[src/rtl/clk_div_prog_if.sv]
// clk_div_prog_if: control/status bundle for the programmable clock-enable divider.
//   master : drives enable, mode, start, load, div_in, clr_cnt; observes outputs
//   slave  : the divider; drives clock_en, busy, count, pulse_cnt
interface clk_div_prog_if #(
    parameter int WIDTH     = 25,
    parameter int CNT_WIDTH = 16
);
    logic                 enable;
    logic                 mode;
    logic                 start;
    logic                 load;
    logic [WIDTH-1:0]     div_in;
    logic                 clr_cnt;
    logic                 clock_en;
    logic                 busy;
    logic [WIDTH-1:0]     count;
    logic [CNT_WIDTH-1:0] pulse_cnt;

    modport master (
        output enable, mode, start, load, div_in, clr_cnt,
        input  clock_en, busy, count, pulse_cnt
    );

    modport slave (
        input  enable, mode, start, load, div_in, clr_cnt,
        output clock_en, busy, count, pulse_cnt
    );
endinterface

[src/rtl/clk_div_prog.sv]
// clk_div_prog: programmable interval counter producing a registered one-cycle
// clock_en pulse every div+1 enabled cycles (periodic) or once per start
// (one-shot), plus a saturating count of issued pulses.
//   clock    : rising-edge system clock
//   reset    : asynchronous, active-high; clears all state
//   bus      : slave modport of clk_div_prog_if
//              in : enable, mode (0 periodic / 1 one-shot), start, load, div_in, clr_cnt
//              out: clock_en, busy, count, pulse_cnt
module clk_div_prog #(
    parameter int                 WIDTH     = 25,
    parameter logic [WIDTH-1:0]   DIV_RESET = {WIDTH{1'b1}},
    parameter int                 CNT_WIDTH = 16
) (
    input  logic          clock,
    input  logic          reset,
    clk_div_prog_if.slave bus
);

    typedef enum logic {IDLE, RUN} state_t;

    state_t               state_q, state_d;
    logic [WIDTH-1:0]     count_q, count_d;
    logic [WIDTH-1:0]     div_q, div_d;
    logic                 mode_q;
    logic                 clk_en_q, clk_en_d;
    logic [CNT_WIDTH-1:0] pulse_q, pulse_d;

    logic mode_chg;
    logic advance;
    logic tc;

    // mode_q remembers the mode seen at the previous edge so a switch can be
    // detected and the interval abandoned cleanly.
    assign mode_chg = bus.mode != mode_q;
    assign advance  = bus.enable && (!bus.mode || state_q == RUN);
    assign tc       = advance && (count_q == div_q);

    always_comb begin
        state_d  = state_q;
        count_d  = count_q;
        clk_en_d = 1'b0;
        div_d    = bus.load ? bus.div_in : div_q;

        if (mode_chg) begin
            state_d = IDLE;
            count_d = '0;
        end else begin
            // Terminal count compares against the divisor before any load on
            // this edge, so a coinciding load still yields the old pulse.
            clk_en_d = tc;
            if (advance)
                count_d = tc ? '0 : count_q + 1'b1;

            case (state_q)
                IDLE: if (bus.mode && bus.start && bus.enable) begin
                    state_d = RUN;
                    count_d = '0;
                end
                RUN:  if (tc) state_d = IDLE;
                default: state_d = IDLE;
            endcase

            // load restarts the interval but leaves the FSM where it is.
            if (bus.load)
                count_d = '0;
        end
    end

    // clr_cnt wins over a same-cycle increment.
    always_comb begin
        pulse_d = pulse_q;
        if (bus.clr_cnt)
            pulse_d = '0;
        else if (clk_en_q && (pulse_q != {CNT_WIDTH{1'b1}}))
            pulse_d = pulse_q + 1'b1;
    end

    always_ff @(posedge clock or posedge reset) begin
        if (reset) begin
            state_q  <= IDLE;
            count_q  <= '0;
            div_q    <= DIV_RESET;
            mode_q   <= 1'b0;
            clk_en_q <= 1'b0;
            pulse_q  <= '0;
        end else begin
            state_q  <= state_d;
            count_q  <= count_d;
            div_q    <= div_d;
            mode_q   <= bus.mode;
            clk_en_q <= clk_en_d;
            pulse_q  <= pulse_d;
        end
    end

    assign bus.clock_en  = clk_en_q;
    assign bus.busy      = bus.mode && (state_q == RUN);
    assign bus.count     = count_q;
    assign bus.pulse_cnt = pulse_q;

endmodule

[src/flat_wrapper.sv]
// flat-port wrapper written by rule: the top's interface ports become plain ports
module clk_div_prog_flat 
#(
    parameter int                 WIDTH     = 25,
    parameter logic [WIDTH-1:0]   DIV_RESET = {WIDTH{1'b1}},
    parameter int                 CNT_WIDTH = 16
)
  (clock, reset, bus_enable, bus_mode, bus_start, bus_load, bus_div_in, bus_clr_cnt, bus_clock_en, bus_busy, bus_count, bus_pulse_cnt);
  clk_div_prog_if #(.WIDTH(WIDTH), .CNT_WIDTH(CNT_WIDTH)) bus_i ();
  input  logic clock;
  input  logic reset;
  input wire logic [$bits(bus_i.enable)-1:0] bus_enable;
  input wire logic [$bits(bus_i.mode)-1:0] bus_mode;
  input wire logic [$bits(bus_i.start)-1:0] bus_start;
  input wire logic [$bits(bus_i.load)-1:0] bus_load;
  input wire logic [$bits(bus_i.div_in)-1:0] bus_div_in;
  input wire logic [$bits(bus_i.clr_cnt)-1:0] bus_clr_cnt;
  output wire logic [$bits(bus_i.clock_en)-1:0] bus_clock_en;
  output wire logic [$bits(bus_i.busy)-1:0] bus_busy;
  output wire logic [$bits(bus_i.count)-1:0] bus_count;
  output wire logic [$bits(bus_i.pulse_cnt)-1:0] bus_pulse_cnt;
  assign bus_i.enable = bus_enable;
  assign bus_i.mode = bus_mode;
  assign bus_i.start = bus_start;
  assign bus_i.load = bus_load;
  assign bus_i.div_in = bus_div_in;
  assign bus_i.clr_cnt = bus_clr_cnt;
  assign bus_clock_en = bus_i.clock_en;
  assign bus_busy = bus_i.busy;
  assign bus_count = bus_i.count;
  assign bus_pulse_cnt = bus_i.pulse_cnt;
  clk_div_prog #(.WIDTH(WIDTH), .DIV_RESET(DIV_RESET), .CNT_WIDTH(CNT_WIDTH)) u_core (.clock(clock), .reset(reset), .bus(bus_i));
endmodule
[config.mk]
export PLATFORM = sky130hd
export DESIGN_NAME = clk_div_prog_flat
export DESIGN_NICKNAME = d
export VERILOG_FILES = /design/src/rtl/clk_div_prog_if.sv /design/src/rtl/clk_div_prog.sv /design/src/flat_wrapper.sv
export SDC_FILE = /design/constraint.sdc
export NUM_CORES = 1
export LEC_CHECK = 0
export ABC_AREA = 1
export BUFFER_PORTS_ARGS = -buffer_cell sky130_fd_sc_hd__buf_2
export CORE_MARGIN = 2
export CORE_UTILIZATION = 45
export CTS_BUF_LIST = sky130_fd_sc_hd__clkbuf_4 sky130_fd_sc_hd__clkbuf_8
export DETAILED_ROUTE_END_ITERATION = 12
export PLACE_DENSITY = 0.67
export SYNTH_ARGS = -nofsm -noshare
export SYNTH_HDL_FRONTEND = slang
export SYNTH_SLANG_ARGS = --single-unit
[constraint.sdc]
create_clock -name clock -period 2.7 [get_ports clock]
set_input_delay 0.81 -clock clock [delete_from_list [all_inputs] [get_ports clock]]
set_output_delay 0.81 -clock clock [all_outputs]
set_load 0.05 [all_outputs]
==> metrics.txt, run 1 <==
Post-synth EDFFs 0; CP cell instances buf_2 -> nand2_1 -> inv_1 -> buf_2; top-count cell post-synth nand2_1; Vias/cell 5.20; MaxCap Viol Count 0; simple-gate share of the synthesized area 36.2%; top cell type's share of synthesized area 27.4%; Worst Setup Start Kind input port; Routed Antenna Nets 0; largest area contributor in the netlist dfrtp_1; Crit path top cell by count buf_2; relative max-transition margin 67.1%; I/O Pins 75; post-DP HPWL 8130 um; global-route wire length before repair 17,900 um; Worst-Margin Slew 492 ps; slowest cell on the critical path buf_2; status finished, final reports clean; row count 34; root cell of the clock tree clkbuf_8; Adder-Cell Fraction of Synth Area 0.622%; Die Wd 98.6 um; total nets after synthesis 589; Critical Path Fanout Max 5; Arr. time, crit path 1290 ps; initial antenna violation count 0; diodes inserted 0; Synth async-reset ratio 100%; total clock buffers created by CTS 9; CTS tree built; main combinational cell family by area after synthesis simple AND/OR/NAND/NOR gates; Yosys warnings 0; Tot GR Track Use 23.1%; PwrDens 494 nW/um2; DRT Wirelength 10,600 um; Compound-Gate Fraction of Synth Area 6.78%; Placeable Area 8680 um2; Tightest Hold Check Type flip-flop to flip-flop; number of distinct library cells after synthesis 28; Iteration-0 DRC Markers 276; max incr delay on CP 240 ps; CP required 1890 ps; CP Class input port to output pin; share of cells above drive strength 1 23.0%; Die ar. 9710 um2; CTS hold repair buffers 0; Post-Synth XOR/XNOR Area 3.48%; flops & latches, synth 69; Clock transition at path regs 80 ps; Layout Cells excl Fill 746; DRT Pass-1 Iters 6; RSZ-0062 raised after global routing no; worst ir drop on vdd 0.255 mV; Post-CTS Resized 0; Post-CTS Setup Bufs 0; Synth Flop Type dfrtp_1; DRC viols 0; Fill cells 879; Pins Over Slew Limit 0; Starting Density 46.4%; leakage power 2.30 nW; final period utilization 77.7%; Final nets 667; Hold Violations, Final 0; Routability Congestion 0.996; minimum clock period 2100 ps; fmax 477 MHz; area grow syn2layout 17.6%; H-tree lvl count 3; final clock skew 13.7 ps; top post-synthesis cells by area dfrtp_1 (27%), dfstp_2 (16%), nand2_1 (16%); final setup vio count 0; # clock sinks 69; cells after synthesis 555; largest net degree at the start of global routing 70; Worst Setup End Kind output pin; Chip Height 98.6 um; # placed instances 730; Mean Syn Cell Area 7.25 um2; number of global-route vias before repair 3,618; Port Buffers 74; Overflow after GRT 0; WL/cell 14.3 um; DR vias 3,881; multiplexer share of the synthesized area 0%; setup_tns 0 ps; area of the mapped netlist 4020 um2; Longest Clk Path Bufs 2; Clk Latency, worst-skew pair 360 ps; fraction of the yosys area taken by sequential cells 43.7%; Synth top cells by count nand2_1 (170), inv_1 (80), nor2_1 (59)
-- stage by stage --
step           total power [mW]  area, um2  worst slack [ps]  hold slack, ps  utilization, %
5_1_grt                    2.45       4730               541             513            54.5
3_5_place_dp               1.37       4500               418             470            51.9
4_1_cts                    2.36       4730               592             486            54.5
6_report                   2.34       4730               602             480            54.5
2_1_floorplan              1.29       4020               192             448               -
3_3_place_gp               1.36       4500               487             460            51.9
-- flip-flops by register name, summed over array words and instances (netlist names) --
name,count
u_core.bus.pulse_cnt,16
u_core.bus.clock_en,1
u_core.state_q,1
u_core.div_q,25
u_core.mode_q,1
u_core.bus.count,25
-- kinds of logic (layout without fill, tap and decap cells) --
group / after synthesis / count (layout)
AOI/OAI and AO/OA: 54 / 54
xor gates and xnor gates: 16 / 16
adders and majority gates: 2 / 2
buffers and inverters: 93 / 176
DFF: 69 / 69
and+or+nand+nor: 321 / 321
-- layout make-up --
| class | instances | area [um2] | area share, % |
|---|---|---|---|
| Clock buffer | 11 | 151 | 3.20 |
| Timing Repair Buffer | 76 | 398 | 8.41 |
| Inverter | 84 | 317 | 6.69 |
| Sequential cell | 69 | 1760 | 37.1 |
| Tap cell | 108 | 135 | 2.85 |
| Multi-Input combinational cell | 393 | 1890 | 40.0 |
| Clock inverter | 5 | 81.3 | 1.72 |
-- metal layers --
metal	part of all wire [%]	vias to the layer above	GRT usage (%)
met5	0	-	0
met1	46	1813	33.5
met3	6.7	20	3.69
li1	-	1906	-
met4	2.0	0	8.22
met2	46	142	35.4
-- cells in the final DEF (no fill, tap or decap) --
master / n
nor3_1: 20
nand2_1: 170
nor4_1: 6
inv_1: 79
dfstp_2: 25
o31ai_1: 1
nor3_2: 3
nor3b_2: 4
nor3b_1: 1
buf_2: 74
inv_6: 1
nand3_1: 27
inv_2: 4
nand3_2: 3
clkinv_2: 2
o21ai_0: 41
nor2_1: 59
nor2_4: 2
buf_12: 1
nand4_1: 13
clkinvlp_4: 1
bufinv_16: 2
nor3_4: 1
xnor2_1: 1
a21oi_1: 12
nor2_2: 3
buf_4: 1
dfrtp_1: 44
ha_1: 2
xor2_1: 15
nand2_4: 2
nand2_2: 7
clkbuf_8: 11
-- report_power, final --
part | internal (mW) | leakage [nW] | switching [mW]
Clock | 0.572 | 0.116 | 0.419
Sequential | 1.10 | 0.874 | 0.0219
Combinational | 0.0730 | 1.31 | 0.155
Total | 1.74 | 2.30 | 0.597
-- critical path, delay by kind of cell --
family / cells / cell delay (ps)
buf+inv: 3 / 410
simple gates: 1 / 60
-- worst paths after layout --
check / cells past startpoint / slack [ps] / start / to
min reg2reg: 2 / 480 / u_core.div_q[22]$_DFFE_PP1P_ / u_core.div_q[22]$_DFFE_PP1P_
min: 2 / 480 / u_core.div_q[22]$_DFFE_PP1P_ / u_core.div_q[22]$_DFFE_PP1P_
max in group asynchronous: 3 / 1840 / reset / u_core.div_q[11]$_DFFE_PP1P_
min in group asynchronous: 3 / 520 / reset / u_core.bus.count[2]$_DFF_PP0_
max reg2reg: 11 / 710 / u_core.bus.count[11]$_DFF_PP0_ / u_core.bus.count[22]$_DFF_PP0_
max: 4 / 600 / bus_mode / bus_busy
(Power assumes the default switching activity.)
==> run 2, diff against run 1 <==
Settings changed: ABC_AREA 1 to 0, PLACE_DENSITY 0.67 to 0.68.
Clock period 2.7 ns to 2.1 ns, I/O delays scaled along.
==> metrics.txt, run 2 <==
top-count cell post-synth nor2_1; relative max-transition margin 65.4% (-1.7 points); Tot GR Track Use 19.8% (-3.4 points); Critical Path Fanout Max 5 (unchanged); Routed Antenna Nets 0 (unchanged); most common cell after layout, fill and taps aside buf_2; share of cells above drive strength 1 41.4% (+18 points); Sw Ratio 21.1% (-4.4 points); top cell type's share of synthesized area 32.2% (+4.8 points); largest net degree at the start of global routing 27 (-61%); worst hold slack 322 ps (-158 ps); Final Worst Setup Slack 104 ps (-499 ps); final period utilization 95.1%; RSZ-0062 raised after global routing no; clock share of power 45.3% (+2.9 points); H-tree lvl count 3 (unchanged); Longest Clk Path Bufs 2 (unchanged); FF-to-FF setup slack 100 ps (-610 ps); I/O Pins 75 (unchanged); post-DP HPWL 5740 um (-29%); Worst Setup End Kind flip-flop; Combinational Power Share 7.6% (-2.2 points); fmax 501 MHz; most frequent cells in the layout buf_2 (74), nor2_1 (46), dfrtp_1 (42); Post-synth EDFFs 0 (unchanged); Fill cells 666 (-24%); Mean Syn Cell Area 10.9 um2 (+50%); Worst Setup Start Kind flip-flop; Synth top cells by count nor2_1 (46), dfrtp_1 (44), xor2_1 (34); Clk Latency, worst-skew pair 350 ps (about the same); Layout Cells excl Fill 510 (-32%); Setup Slack @ Placement -121 ps (-539 ps); Arr. time, crit path 2220 ps (+930 ps); NetSw 651 uW (+9.1%); area grow syn2layout 26.1%; setup_tns 0 ps (unchanged); flops & latches, synth 69 (unchanged); multi-input logic area 1600 um2 (-15%); Die Wd 91.2 um (-7.5%); Synth async-reset ratio 100% (unchanged); PwrDens 716 nW/um2 (+45%); final setup vio count 0 (unchanged); Routability Congestion 0.825 (-17%); Post-CTS Setup Bufs 0 (unchanged); Placeable Area 7290 um2 (-16%); WL/cell 15.3 um (+7.0%); leakage power 1.99 nW (-13%); MaxCap Viol Count 0 (unchanged); Vias/cell 5.07 (-2.6%); total clock buffers created by CTS 9 (unchanged); diodes inserted 0 (unchanged); row count 31 (-8.8%); Overflow after GRT 0 (unchanged); initial antenna violation count 0 (unchanged); # clock sinks 69 (unchanged); Synth Flop Type dfrtp_1; R2R cell count 7 (-4); Design Area, Final 4310 um2 (-8.9%); Final nets 440 (-34%); Clock transition at path regs 80 ps (about the same); Cell Area, Placed 4040 um2 (-10%); CP required 2320 ps (+430 ps); DRT Pass-1 Iters 4 (-2); DRT Wirelength 7780 um (-27%); final clock skew 9.98 ps (-3.75 ps); minimum clock period 2000 ps; Yosys warnings 0 (unchanged); root cell of the clock tree clkbuf_8; sequential share of power 47.1% (-0.7 points); Starting Density 46.9% (+0.51 points); Chip Height 91.2 um (-7.5%); area of the mapped netlist 3420 um2 (-15%); status finished, final reports clean; Worst-Margin Slew 518 ps (+26.5 ps); FF/Latch Area 1760 um2 (+0.14%); Port Buffers 74 (unchanged); total nets after synthesis 348 (-41%); CTS hold repair buffers 0 (unchanged); Hold Violations, Final 0 (unchanged); Tightest Hold Check Type input port to async pin; worst ir drop on vdd 0.434 mV (+70%); CTS tree built; DRC viols 0 (unchanged); Int Pwr 2.44 mW (+40%); fraction of the yosys area taken by sequential cells 51.4% (+7.7 points); Die ar. 8310 um2 (-14%); DR vias 2,584 (-33%); Iteration-0 DRC Markers 96 (-65%); largest area contributor in the netlist dfrtp_1; number of global-route vias before repair 2,526 (-30%); top post-synthesis cells by area dfrtp_1 (32%), dfstp_2 (19%), xor2_1 (8.7%); # placed instances 494 (-32%); global-route wire length before repair 12,700 um (-29%); number of distinct library cells after synthesis 36 (+29%); CP Class flip-flop to flip-flop; cells after synthesis 314 (-43%); Pins Over Slew Limit 0 (unchanged)
run 2: cell count changes after synthesis, sizes merged, moves of 4 or more:
cell	before	now
a21oi	12	7
nand3	30	17
and3	0	8
mux2	0	25
xnor2	1	26
nor3b	5	1
inv	83	6
nand2	179	19
nor2	64	46
o21ai	41	4
nor3	24	5
xor2	15	34
run 2: worst paths after layout:
check | startpoint | endpoint
min | reset | u_core.bus.count[17]$_DFF_PP0_
max in group asynchronous | reset | u_core.div_q[17]$_DFFE_PP1P_
max | u_core.div_q[4]$_DFFE_PP1P_ | u_core.state_q$_DFF_PP0_
min in group clock | bus_mode | u_core.mode_q$_DFF_PP0_
max reg2reg | u_core.div_q[4]$_DFFE_PP1P_ | u_core.state_q$_DFF_PP0_
min reg2reg | u_core.bus.pulse_cnt[14]$_DFFE_PP0P_ | u_core.bus.pulse_cnt[14]$_DFFE_PP0P_
run 2: power groups by stage:
stage          logic (mW)  registers (mW)  clock network [mW]
2_1_floorplan       0.151            1.47                   0
3_3_place_gp        0.234            1.47                   0
3_5_place_dp        0.239            1.48                   0
4_1_cts             0.239            1.45                1.43
5_1_grt             0.261            1.46                1.48
6_report            0.235            1.45                1.40
run 2: repair_timing:
item / CTS / global route
hold endpoints to repair: 0 / 0
setup endpoints to repair: 0 / 26
gates resized for setup: 0 / 2
run 2: per-layer routing:
metal | part of all wire (%) | global-route usage, %
met1 | 47 | 26.4
met2 | 48 | 31.9
met3 | 4.4 | 5.73
met4 | 0.99 | 4.55
met5 | 0 | 0
run 2: cell type report:
class	count	share of cell area, %
clock buffer	13	4.00
clock inverter	3	2.09
inverter	6	0.609
multi-input combinational	229	37.2
sequential	69	40.8
tap	99	2.87
timing repair buffer	91	12.4
run 2: cells by family (layout without fill, tap and decap cells):
group | Yosys count | count (layout) | synth area share (%)
muxes | 26 | 26 | 8.53
AOI/OAI and AO/OA | 13 | 13 | 2.60
xor gates and xnor gates | 60 | 60 | 15.4
DFF | 69 | 69 | 51.4
adders and majority gates | 2 | 2 | 0.732
and+or+nand+nor | 128 | 128 | 19.3
buffers and inverters | 16 | 113 | 2.05
run 2: stage by stage:
stage / power (mW) / utilization (%)
after floorplan: 1.62 / -
after global placement: 1.71 / 55.4
after detailed placement: 1.72 / 55.4
after CTS: 3.13 / 59.0
after global routing: 3.20 / 59.1
final: 3.09 / 59.1
run 2: critical path, cell delays in order, from the launching register on:
cell and delay, ps:
dfstp_2 540, xnor2_1 180, nand4_1 190, nor4_2 310, nand4_1 210, buf_4 210
a21oi_1 140, o22ai_1 90
